==> config.mk <==
export PLATFORM = sky130hd
export DESIGN_NAME = percept_sched
export DESIGN_NICKNAME = d
export VERILOG_FILES = /design/src/rtl/percept_sched.sv
export SDC_FILE = /design/constraint.sdc
export NUM_CORES = 1
export LEC_CHECK = 0
export ABC_AREA = 1
export BUFFER_PORTS_ARGS = -buffer_cell sky130_fd_sc_hd__buf_2
export CAP_MARGIN = 20
export CORE_UTILIZATION = 58
export DETAILED_ROUTE_END_ITERATION = 6
export PLACE_DENSITY_LB_ADDON = 0.15
export SETUP_SLACK_MARGIN = 0.15
export SLEW_MARGIN = 20
export SYNTH_ARGS = -nofsm -noshare
export SYNTH_HDL_FRONTEND = slang
export SYNTH_SLANG_ARGS = --single-unit
==> constraint.sdc <==
create_clock -name clk -period 4.4 [get_ports clk]
set_clock_uncertainty 0.2 [all_clocks]
set_input_delay 0.22 -clock clk [delete_from_list [all_inputs] [get_ports clk]]
set_output_delay 0.22 -clock clk [all_outputs]
set_load 0.02 [all_outputs]
==> src/rtl/percept_sched.sv <==
// Perceptron evaluation sequencer: arbitrates two requesters and steps the datapath strobes.
// Latency: grant at the edge after req; CLR..DONE spans 2 + 3n + RES_BITS cycles.
// No backpressure: req is level-sensitive and ignored while busy; abort cancels at the next edge.
module percept_sched #(
    parameter int N_MAX    = 16,
    parameter int RES_BITS = 8
) (
    input  logic       clk,
    input  logic       nRst,
    input  logic [1:0] req,
    input  logic [4:0] n_in0,
    input  logic [4:0] n_in1,
    input  logic       abort,
    output logic [1:0] gnt,
    output logic [1:0] done,
    output logic       clr,
    output logic       shift,
    output logic       mul,
    output logic       acc,
    output logic       shift_res,
    output logic [3:0] idx,
    output logic       busy
);

    localparam int CW = (RES_BITS > 1) ? $clog2(RES_BITS) : 1;
    localparam logic [CW-1:0] RES_LD = CW'(RES_BITS - 1);

    typedef enum logic [2:0] {
        IDLE  = 3'd0,
        CLR   = 3'd1,
        SHIFT = 3'd2,
        MUL   = 3'd3,
        ACC   = 3'd4,
        RES   = 3'd5,
        DONE  = 3'd6
    } state_t;

    state_t        state, ns;
    logic [4:0]    n_q, n_nx, n_sel;
    logic [3:0]    idx_nx;
    logic [CW-1:0] cnt, cnt_nx;
    logic          last_gnt, last_nx;
    logic          g_q, g_nx;

    always_comb begin
        ns      = state;
        n_nx    = n_q;
        n_sel   = n_in0;
        idx_nx  = idx;
        cnt_nx  = cnt;
        last_nx = last_gnt;
        g_nx    = g_q;
        case (state)
            IDLE: begin
                if (!abort && req != 2'b00) begin
                    // Tie goes to whichever requester was not served last.
                    g_nx    = (req == 2'b11) ? ~last_gnt : req[1];
                    last_nx = g_nx;
                    n_sel   = g_nx ? n_in1 : n_in0;
                    n_nx    = (n_sel > 5'(N_MAX)) ? 5'(N_MAX) : n_sel;
                    idx_nx  = 4'd0;
                    ns      = CLR;
                end
            end
            CLR: begin
                if (n_q == 5'd0) begin
                    ns     = RES;
                    cnt_nx = RES_LD;
                end else begin
                    ns = SHIFT;
                end
            end
            SHIFT: ns = MUL;
            MUL:   ns = ACC;
            ACC: begin
                if ({1'b0, idx} + 5'd1 < n_q) begin
                    idx_nx = idx + 4'd1;
                    ns     = SHIFT;
                end else begin
                    ns     = RES;
                    cnt_nx = RES_LD;
                end
            end
            RES: begin
                if (cnt == '0) ns = DONE;
                else           cnt_nx = cnt - CW'(1);
            end
            DONE:    ns = IDLE;
            default: ns = IDLE;
        endcase
        if (abort && state != IDLE) ns = IDLE;
    end

    // Outputs are decoded from the next state so they are registered yet track the state exactly.
    always_ff @(posedge clk or negedge nRst) begin
        if (!nRst) begin
            state     <= IDLE;
            n_q       <= 5'd0;
            idx       <= 4'd0;
            cnt       <= '0;
            last_gnt  <= 1'b1;
            g_q       <= 1'b0;
            gnt       <= 2'b00;
            done      <= 2'b00;
            clr       <= 1'b0;
            shift     <= 1'b0;
            mul       <= 1'b0;
            acc       <= 1'b0;
            shift_res <= 1'b0;
            busy      <= 1'b0;
        end else begin
            state     <= ns;
            n_q       <= n_nx;
            idx       <= idx_nx;
            cnt       <= cnt_nx;
            last_gnt  <= last_nx;
            g_q       <= g_nx;
            gnt       <= (ns == IDLE) ? 2'b00 : (g_nx ? 2'b10 : 2'b01);
            done      <= (ns == DONE) ? (g_nx ? 2'b10 : 2'b01) : 2'b00;
            clr       <= (ns == CLR);
            shift     <= (ns == SHIFT);
            mul       <= (ns == MUL);
            acc       <= (ns == ACC);
            shift_res <= (ns == RES);
            busy      <= (ns != IDLE);
        end
    end

endmodule

==> metrics.csv, run 1 <==
stage,metric,value,unit
status,status,"complete, no violations",
floorplan,die width,51.98,µm
drt,Routed WL,2863,µm
finish,Area Growth Syn to Fin,15.54,%
drt,final antenna-violating net count,0,
floorplan,die height,51.98,µm
drt,vias per cell,5.089,
global_route,number of global-route vias before repair,1145,
setup_path,CP Data Arrival Time,2.38,ns
global_route,Total Routing Usage GR,0.2361,
global_route,largest net degree at the start of global routing,28,
setup_path,critical path launch point type,flop,
sta,RSZ-0062 raised after global routing,false,
setup_path,worst setup path class,flop to flop,
placement,DP HPWL,2187,µm
cts,clock sink total,27,
floorplan,Starting Density,0.6366,
power_and_ir_drop,NetSw,449.4,µW
sta,Setup TNS Final,0,ns
synthesis,post-synthesis instance total,173,
synthesis,syn avg cell area,8.375,µm²
power_and_ir_drop,maximum vdd drop,0.4735,mV
sta,Worst-Margin Slew,0.6013,ns
finish,Final Util,0.7356,
power_and_ir_drop,static leakage,0.0009881,µW
floorplan,core outline area,2276,µm²
synthesis,Synth Cell Area,1449,µm²
synthesis,post-synthesis sequential area ratio,0.4672,
placement,placed cell count,229,
job,max-cap viol count,0,
power_and_ir_drop,Sw Ratio,0.4649,
cts,"CTS clk-pin slew, worst paths",0.15,ns
synthesis,library cells used by synthesis,23,
synthesis,"FF+latch count, synth",27,
finish,layout cell share with drive strength beyond 1,0.2464,
finish,"commonest cells after routing, fill and taps aside","nand2_1, inv_1, buf_2",
sta,Fin. Hold Viols,0,
global_route,initial antenna violation count,0,
finish,nets,230,
placement,number of port buffers,28,
cts,TritonCTS Buffers,3,
setup_path,crit end category,flop,
floorplan,Cell Rows,17,
sta,Achievable Freq,0.4272,GHz
drt,drt first pass iters,4,
setup_path,worst-path fanout max,5,
sta,Worst slew margin,0.5991,
power_and_ir_drop,overall power,966.6,µW
power_and_ir_drop,Seq pwr share,0.386,
setup_path,worst path required time,4.44,ns
cts,Worst-Skew Late Latency,0.33,ns
drt,wire per inst,12.18,µm
finish,final cell count without fillers,235,
floorplan,Die ar.,2702,µm²
global_route,first-pass GRT wire length,4692,µm
global_route,GR Overflow Total,0,
cts,CTS max path bufs,2,
cts,CTS resizes,0,
power_and_ir_drop,clock share of power,0.116,
finish,Ant. Diodes,0,
cts,TritonCTS clock tree,done,
cts,CTS Root Cell,clkbuf_4,
cts,htree depth,1,
drt,# DRC,0,
finish,"most common cell after layout, fill and taps aside",nand2_1,
floorplan,I/O Pins,29,
sta,final setup vio count,0,
synthesis,Yosys warnings,0,
sta,Tmin final,2.341,ns
power_and_ir_drop,Int Pwr,517.3,µW
sta,post-route clock period utilization,0.5320,
power_and_ir_drop,Comb pwr share,0.498,
worst_hold_path,Worst Hold Class,input pin to flop,
placement,routability congestion estimate from global placement,0.9146,
drt,drt initial violations,29,
sta,Slew Limit Fails,0,
power_and_ir_drop,Power per Cell Area,577.4,nW/µm²
finish,fillcell total,155,
synthesis,Synthesized Nets,195,
drt,via count,1196,
==> critical path, cell delays in order, from the launching register on <==
cell and delay (ns):
dfrtp_1 0.45, ha_1 0.24, nand2_1 0.08, nor2_1 0.04, ha_1 0.29, a21oi_1 0.28
nand3_1 0.13, nand2_1 0.10, nand2_1 0.09, nand2_1 0.15, nand3_2 0.10, nand2_1 0.07
inv_1 0.04
==> cells in the mapped netlist, drive strengths merged <==
cell / instances / area share
nor3: 4 / 0.014
ha: 7 / 0.060
nand4: 5 / 0.032
a22oi: 2 / 0.010
o22ai: 1 / 0.0043
nor2: 15 / 0.059
dfstp: 1 / 0.018
inv: 34 / 0.088
a21oi: 6 / 0.021
nand2: 43 / 0.12
o21ai: 10 / 0.040
mux2i: 1 / 0.0069
xor2: 2 / 0.012
dfrtp: 26 / 0.45
nand3: 16 / 0.069
==> power groups by stage <==
stage               clock network, µW  registers, µW  logic [µW]
floorplan                           0            410         323
global placement                    0            373         452
detailed placement                  0            377         478
CTS                               115            372         484
global route                      123            381         539
finish                            112            373         482
==> through the flow <==
step | hold WS (ns) | worst slack [ns] | instance area [µm²]
floorplan | -0.2756 | 2.171 | 1449
global placement | 0.04229 | 2.174 | 1624
detailed placement | 0.06245 | 2.084 | 1624
CTS | 0.008901 | 2.069 | 1674
global route | 0.01779 | 1.849 | 1674
finish | 0.01466 | 2.059 | 1674
==> worst paths after layout <==
kind                          start       end  slack [ns]  cells past startpoint
min in group asynchronous      nRst    idx[3]        0.20                      2
min reg2reg                last_gnt  last_gnt        0.29                      2
min                           abort       clr        0.01                      4
max reg2reg                  idx[0]    gnt[0]        2.06                     12
max in group asynchronous      nRst   done[0]        3.41                      2
max                          idx[0]    gnt[0]        2.06                     12
==> cell families (layout without fill, tap and decap cells) <==
group	after synthesis	count (layout)	share of synthesized area
flip-flops	27	27	0.4672
buffers and inverters	34	68	0.08808
adder cells (fa/ha/maj)	7	7	0.06045
XOR/XNOR	2	2	0.01209
AND/OR/NAND/NOR	83	83	0.2902
multiplexers	1	1	0.006909
AO/OA/AOI/OAI	19	19	0.07513
==> flip-flops by register name (all words and copies together), names as in the netlist, 2 cells and up <==
signal,count
n_q,5
done,2
idx,4
gnt,2
cnt,3
state,3
==> cell type report <==
| type | instances | area, µm² | area share |
|---|---|---|---|
| Multi-Input combinational cell | 112 | 644.4 | 0.3849 |
| Sequential cell | 27 | 676.9 | 0.4043 |
| Clock buffer | 3 | 22.52 | 0.01345 |
| Tap cell | 28 | 35.03 | 0.02093 |
| Clock inverter | 1 | 7.507 | 0.004484 |
| Inverter | 34 | 127.6 | 0.07623 |
| Timing Repair Buffer | 30 | 160.2 | 0.09567 |
==> per-layer routing <==
metal / wire (µm) / global-route usage
met3: 117 / 0.03801
met2: 1402 / 0.4231
met5: 0 / 0
met1: 1321 / 0.2957
met4: 22 / 0.04955
==> timing repair <==
item                       4_1_cts  5_1_grt
hold endpoints to repair        27        0
setup endpoints to repair        0        0
setup buffers                    0        0
hold buffers                     2        0
Note: power is estimated with default switching activity, not from simulation.
==> run 2: changes to the inputs <==
--- a/config.mk
+++ b/config.mk
@@ -8,7 +8,7 @@
 export ABC_AREA = 1
 export BUFFER_PORTS_ARGS = -buffer_cell sky130_fd_sc_hd__buf_2
 export CAP_MARGIN = 20
-export CORE_UTILIZATION = 58
+export CORE_UTILIZATION = 54
 export DETAILED_ROUTE_END_ITERATION = 6
 export PLACE_DENSITY_LB_ADDON = 0.15
 export SETUP_SLACK_MARGIN = 0.15
==> constraint.sdc (replaced) <==
create_clock -name clk -period 2.25 [get_ports clk]
set_clock_uncertainty 0.2 [all_clocks]
set_input_delay 0.1125 -clock clk [delete_from_list [all_inputs] [get_ports clk]]
set_output_delay 0.1125 -clock clk [all_outputs]
set_load 0.02 [all_outputs]
==> metrics.csv, run 2 (synthesis gave the netlist of run 1 again) <==
stage,metric,value,unit
status,status,"finished, violations left",
status,failing checks,setup timing,
finish,"most common cell after layout, fill and taps aside",nand2_1,
finish,final cell count without fillers,257,
power_and_ir_drop,maximum vdd drop,1.070,mV
setup_path,worst path required time,2.32,ns
cts,CTS max path bufs,2,
sta,RSZ-0062 raised after global routing,true,
power_and_ir_drop,Power per Cell Area,1124,nW/µm²
finish,nets,250,
cts,TritonCTS clock tree,done,
floorplan,core outline area,2500,µm²
floorplan,die height,53.80,µm
global_route,M1 GR Usage,0.2968,
finish,area of the multi-input gates,790.8,µm²
global_route,busiest grt layer,met2,
placement,placed cell count,231,
global_route,grt met3 use,0.05367,
setup_path,CP Data Arrival Time,2.32,ns
placement,DP HPWL,2151,µm
cts,htree depth,1,
sta,final setup vio count,3,
finish,Area Growth Syn to Fin,38.77,%
finish,Seq. cell area,681.9,µm²
sta,Worst slew margin,0.6141,
sta,Fin. Hold Viols,0,
job,max-cap viol count,0,
sta,worst setup margin,-0.004930,ns
setup_path,crit end category,flop,
drt,via count,1366,
cts,Worst-Skew Late Latency,0.34,ns
cts,CTS Root Cell,clkbuf_4,
global_route,GR Overflow Total,0,
finish,biggest regs,"n_q x5, idx x4",
cts,"CTS clk-pin slew, worst paths",0.16,ns
floorplan,Cell Rows,18,
drt,final antenna-violating net count,0,
finish,"commonest cells after routing, fill and taps aside","nand2_1, buf_2, inv_1",
sta,Setup TNS Final,-0.01039,ns
finish,fillcell total,174,
finish,Ant. Diodes,0,
sta,Worst-Margin Slew,0.5788,ns
global_route,Total Routing Usage GR,0.2614,
setup_path,worst-path fanout max,4,
drt,drt initial violations,32,
drt,# DRC,0,
floorplan,I/O Pins,29,
placement,routability congestion estimate from global placement,0.9114,
cts,TritonCTS Buffers,3,
global_route,first-pass GRT wire length,5271,µm
drt,vias per cell,5.315,
drt,wire per inst,13.79,µm
finish,layout cell share with drive strength beyond 1,0.3921,
global_route,initial antenna violation count,0,
sta,Tmin final,2.255,ns
floorplan,Die ar.,2894,µm²
sta,Slew Limit Fails,0,
drt,Routed WL,3543,µm
worst_hold_path,Worst Hold Class,input pin to flop,
setup_path,R2R depth,12,
sta,post-route clock period utilization,1.002,
global_route,number of global-route vias before repair,1247,
power_and_ir_drop,overall power,2261,µW
finish,number of flip-flops in the largest register,5,
setup_path,worst setup path class,flop to flop,
global_route,M2 GR Usage,0.4712,
worst_hold_path,Hold Path Cell Cnt,6,
finish,most flop-heavy register,n_q,
floorplan,die width,53.80,µm
finish,Final Util,0.8043,
sta,Hold WS,0.03966,ns
global_route,largest net degree at the start of global routing,28,
floorplan,Starting Density,0.5796,
placement,number of port buffers,28,
sta,Achievable Freq,0.4435,GHz
drt,drt first pass iters,4,
cts,clock sink total,27,
setup_path,critical path launch point type,flop,
power_and_ir_drop,static leakage,0.001107,µW
run 2: area by class of cell:
| type | instances | area share |
|---|---|---|
| clock buffers | 3 | 0.01120 |
| clock inverters | 1 | 0.003734 |
| inverters | 34 | 0.06347 |
| multi-input cells | 112 | 0.3933 |
| flip-flops and latches | 27 | 0.3391 |
| well taps | 30 | 0.01867 |
| repair buffers | 50 | 0.1705 |
run 2: where the power goes:
| group | switching (µW) | internal (µW) | leakage, µW | total (µW) |
|---|---|---|---|---|
| Sequential | 92.0 | 644 | 0.000337 | 736 |
| Combinational | 815 | 486 | 0.000756 | 1300 |
| Clock | 155 | 68.2 | 0.0000139 | 223 |
run 2: layer usage:
layer  wire length [µm]  vias up  part of all wire
met5                  0        -                 0
met4                127        0             0.036
met3                153       14             0.043
met2               1849       45              0.52
met1               1413      652              0.40
li1                   -      655                 -
run 2: repair_timing:
action                                  in CTS  in global routing
hold endpoints to repair                    37                  0
hold buffers                                12                  0
gates resized for setup                      7                 29
endpoints found under the setup margin      11                 21
pin swaps                                    5                 13
setup buffers                                6                  4
run 2: through the flow:
stage                     setup WS, ns  cell area (µm²)
after CTS                      0.02179             1876
after global routing          -0.07913             2011
after detailed placement     -0.008521             1650
after global placement          0.1146             1650
after floorplan                 0.1427             1473
final                        -0.004930             2011
run 2: final timing paths:
check / slack [ns] / startpoint / endpoint
max in group asynchronous: 1.34 / nRst / state[2]
worst min register to register: 0.30 / last_gnt / last_gnt
worst max-delay path: -0.005 / idx[0] / done[0]
worst max register to register: -0.005 / idx[0] / done[0]
worst min-delay path: 0.04 / abort / n_q[3]
min in group asynchronous: 0.07 / nRst / idx[3]
run 2: worst max-delay path: stages, from the launching register on:
cell and delay [ns]:
dfrtp_2 0.48, ha_4 0.18, xor2_2 0.14, ha_1 0.28, nand2_1 0.09, nor2_2 0.04, nand2_2 0.10, nand3_2 0.11
nand2_4 0.09, nand3_4 0.09, inv_2 0.06, nand4_1 0.17, nor2_1 0.14
==> run 3: changes to the inputs <==
--- a/config.mk
+++ b/config.mk
@@ -8,9 +8,11 @@
 export ABC_AREA = 1
 export BUFFER_PORTS_ARGS = -buffer_cell sky130_fd_sc_hd__buf_2
 export CAP_MARGIN = 20
-export CORE_UTILIZATION = 54
+export CORE_UTILIZATION = 56
+export CTS_BUF_LIST = sky130_fd_sc_hd__clkbuf_8
 export DETAILED_ROUTE_END_ITERATION = 6
 export PLACE_DENSITY_LB_ADDON = 0.15
+export REMOVE_ABC_BUFFERS = 1
 export SETUP_SLACK_MARGIN = 0.15
 export SLEW_MARGIN = 20
 export SYNTH_ARGS = -nofsm -noshare
==> metrics.csv, run 3 (synthesis gave the netlist of run 1 again) <==
stage,metric,value,unit
status,status,"complete, no violations",
cts,Worst-Skew Late Latency,0.28,ns
setup_path,FF-to-FF End,gnt[0],
finish,layout cell share with drive strength beyond 1,0.3532,
cts,htree depth,1,
global_route,initial antenna violation count,0,
floorplan,I/O Pins,29,
cts,TritonCTS clock tree,done,
finish,nets,241,
drt,Routed WL,3223,µm
finish,Ant. Diodes,0,
drt,WL met2,1636,µm
setup_path,worst r2r src,idx[2],
power_and_ir_drop,Comb pwr share,0.541,
drt,max layer used,met4,
setup_path,CP Data Arrival Time,2.19,ns
drt,drt first pass iters,4,
placement,dpl ws,-0.06554,ns
floorplan,die height,52.87,µm
power_and_ir_drop,Sw Ratio,0.4582,
setup_path,reg2reg setup slack,0.04,ns
worst_hold_path,Hold Path Cell Cnt,5,
sta,Tmin final,2.208,ns
cts,CTS max path bufs,2,
power_and_ir_drop,Int Pwr,1206,µW
sta,final setup vio count,0,
cts,"CTS clk-pin slew, worst paths",0.10,ns
power_and_ir_drop,static leakage,0.001077,µW
setup_path,critical path launch point type,flop,
sta,Achievable Freq,0.4530,GHz
drt,# DRC,0,
sta,Hold WS,0.01026,ns
placement,number of port buffers,28,
setup_path,worst setup path class,flop to flop,
sta,post-route clock period utilization,0.9812,
setup_path,crit end category,flop,
global_route,largest net degree at the start of global routing,28,
sta,Slew Limit Fails,0,
finish,final cell count without fillers,248,
global_route,first-pass GRT wire length,4968,µm
sta,Fin. Hold Viols,0,
sta,Worst-Margin Slew,0.5883,ns
drt,drt initial violations,48,
floorplan,core outline area,2455,µm²
drt,via count,1287,
floorplan,Die ar.,2795,µm²
worst_hold_path,hold path start,n_in1[3],
drt,WL met1,1439,µm
sta,Worst slew margin,0.6078,
placement,routability congestion estimate from global placement,0.8218,
finish,biggest regs,"n_q x5, idx x4",
worst_hold_path,Worst Hold Class,input pin to flop,
floorplan,Starting Density,0.5902,
power_and_ir_drop,Power per Cell Area,1169,nW/µm²
drt,DR WL met3,123,µm
finish,Area Growth Syn to Fin,31.35,%
setup_path,Critical Path Source,idx[2],
setup_path,worst-path fanout max,5,
power_and_ir_drop,Seq pwr share,0.331,
cts,clock sink total,27,
power_and_ir_drop,NetSw,1020,µW
drt,final antenna-violating net count,0,
cts,CTS Root Cell,clkbuf_8,
global_route,number of global-route vias before repair,1210,
finish,most flop-heavy register,n_q,
power_and_ir_drop,clock share of power,0.128,
job,max-cap viol count,0,
global_route,GR Overflow Total,0,
worst_hold_path,Hold Path End,n_q[3],
floorplan,Cell Rows,18,
setup_path,worst path required time,2.23,ns
setup_path,R2R depth,13,
sta,worst setup margin,0.04240,ns
power_and_ir_drop,overall power,2225,µW
finish,"commonest cells after routing, fill and taps aside","nand2_1, inv_1, buf_2",
placement,placed cell count,232,
floorplan,die width,52.87,µm
drt,wire per inst,13.00,µm
global_route,Total Routing Usage GR,0.2431,
finish,number of flip-flops in the largest register,5,
finish,"most common cell after layout, fill and taps aside",nand2_1,
cts,TritonCTS Buffers,3,
power_and_ir_drop,maximum vdd drop,0.9410,mV
placement,DP HPWL,2173,µm
drt,vias per cell,5.190,
sta,RSZ-0062 raised after global routing,true,
## run 3: changes by cell type in the layout (fill, tap and decap cells not counted), moves of 2 or more
cell	before	now
o21ai_1	3	1
dfrtp_1	22	24
clkbuf_4	3	0
nand2_1	31	33
dfrtp_2	4	2
clkbuf_8	0	3
o21ai_0	5	7
nor2_2	5	2
nand2_2	8	5
nor2_1	7	11
dlygate4sd3_1	12	5
## run 3: worst max-delay path by stage
stage | to
floorplan | gnt[1]
global placement | gnt[1]
detailed placement | gnt[0]
CTS | gnt[0]
global route | gnt[0]
finish | gnt[0]
## run 3: power groups by stage
| stage | Combinational, µW | Sequential (µW) | Clock, µW |
|---|---|---|---|
| 2_1_floorplan | 631 | 801 | 0 |
| 3_3_place_gp | 881 | 730 | 0 |
| 3_5_place_dp | 927 | 738 | 0 |
| 4_1_cts | 1020 | 730 | 282 |
| 5_1_grt | 1330 | 755 | 307 |
| 6_report | 1200 | 737 | 284 |
## run 3: per-stage QoR
step | instance area [µm²] | setup TNS, ns | utilization
floorplan | 1449 | 0 | -
global placement | 1634 | 0 | 0.6656
detailed placement | 1634 | -0.1261 | 0.6656
CTS | 1802 | 0 | 0.7339
global route | 1903 | -0.3972 | 0.7752
finish | 1903 | 0 | 0.7752
## run 3: repair_timing
action / 4_1_cts / 5_1_grt
endpoints found under the hold margin: 30 / 0
endpoints found under the setup margin: 19 / 19
pin swaps: 4 / 6
gates resized for setup: 12 / 17
buffers inserted: 3 / 4
hold buffers: 5 / 0
## run 3: layer usage
layer,track usage,vias to the layer above
met5,0,-
met4,0.04825,0
met3,0.04885,4
met2,0.4515,36
met1,0.2862,603
li1,-,644
## run 3: cell type report
cell class | instances | area, µm²
Multi-Input combinational cell | 112 | 755.7
Sequential cell | 27 | 679.4
Fill cell | 176 | 551.8
Timing Repair Buffer | 41 | 254.0
Inverter | 34 | 127.6
Clock buffer | 3 | 41.29
Tap cell | 30 | 37.54
Clock inverter | 1 | 7.507
## run 3: critical path: stages (launching register included)
cell and delay, ns:
dfrtp_2 0.45, nand3_1 0.14, xor2_2 0.18, ha_1 0.29, nand2_1 0.09, nor2_1 0.07, nand2_2 0.10, nand3_2 0.10
nand2_4 0.10, nand3_4 0.09, nand2_4 0.11, nand3_4 0.08, nand2_1 0.06, inv_1 0.03
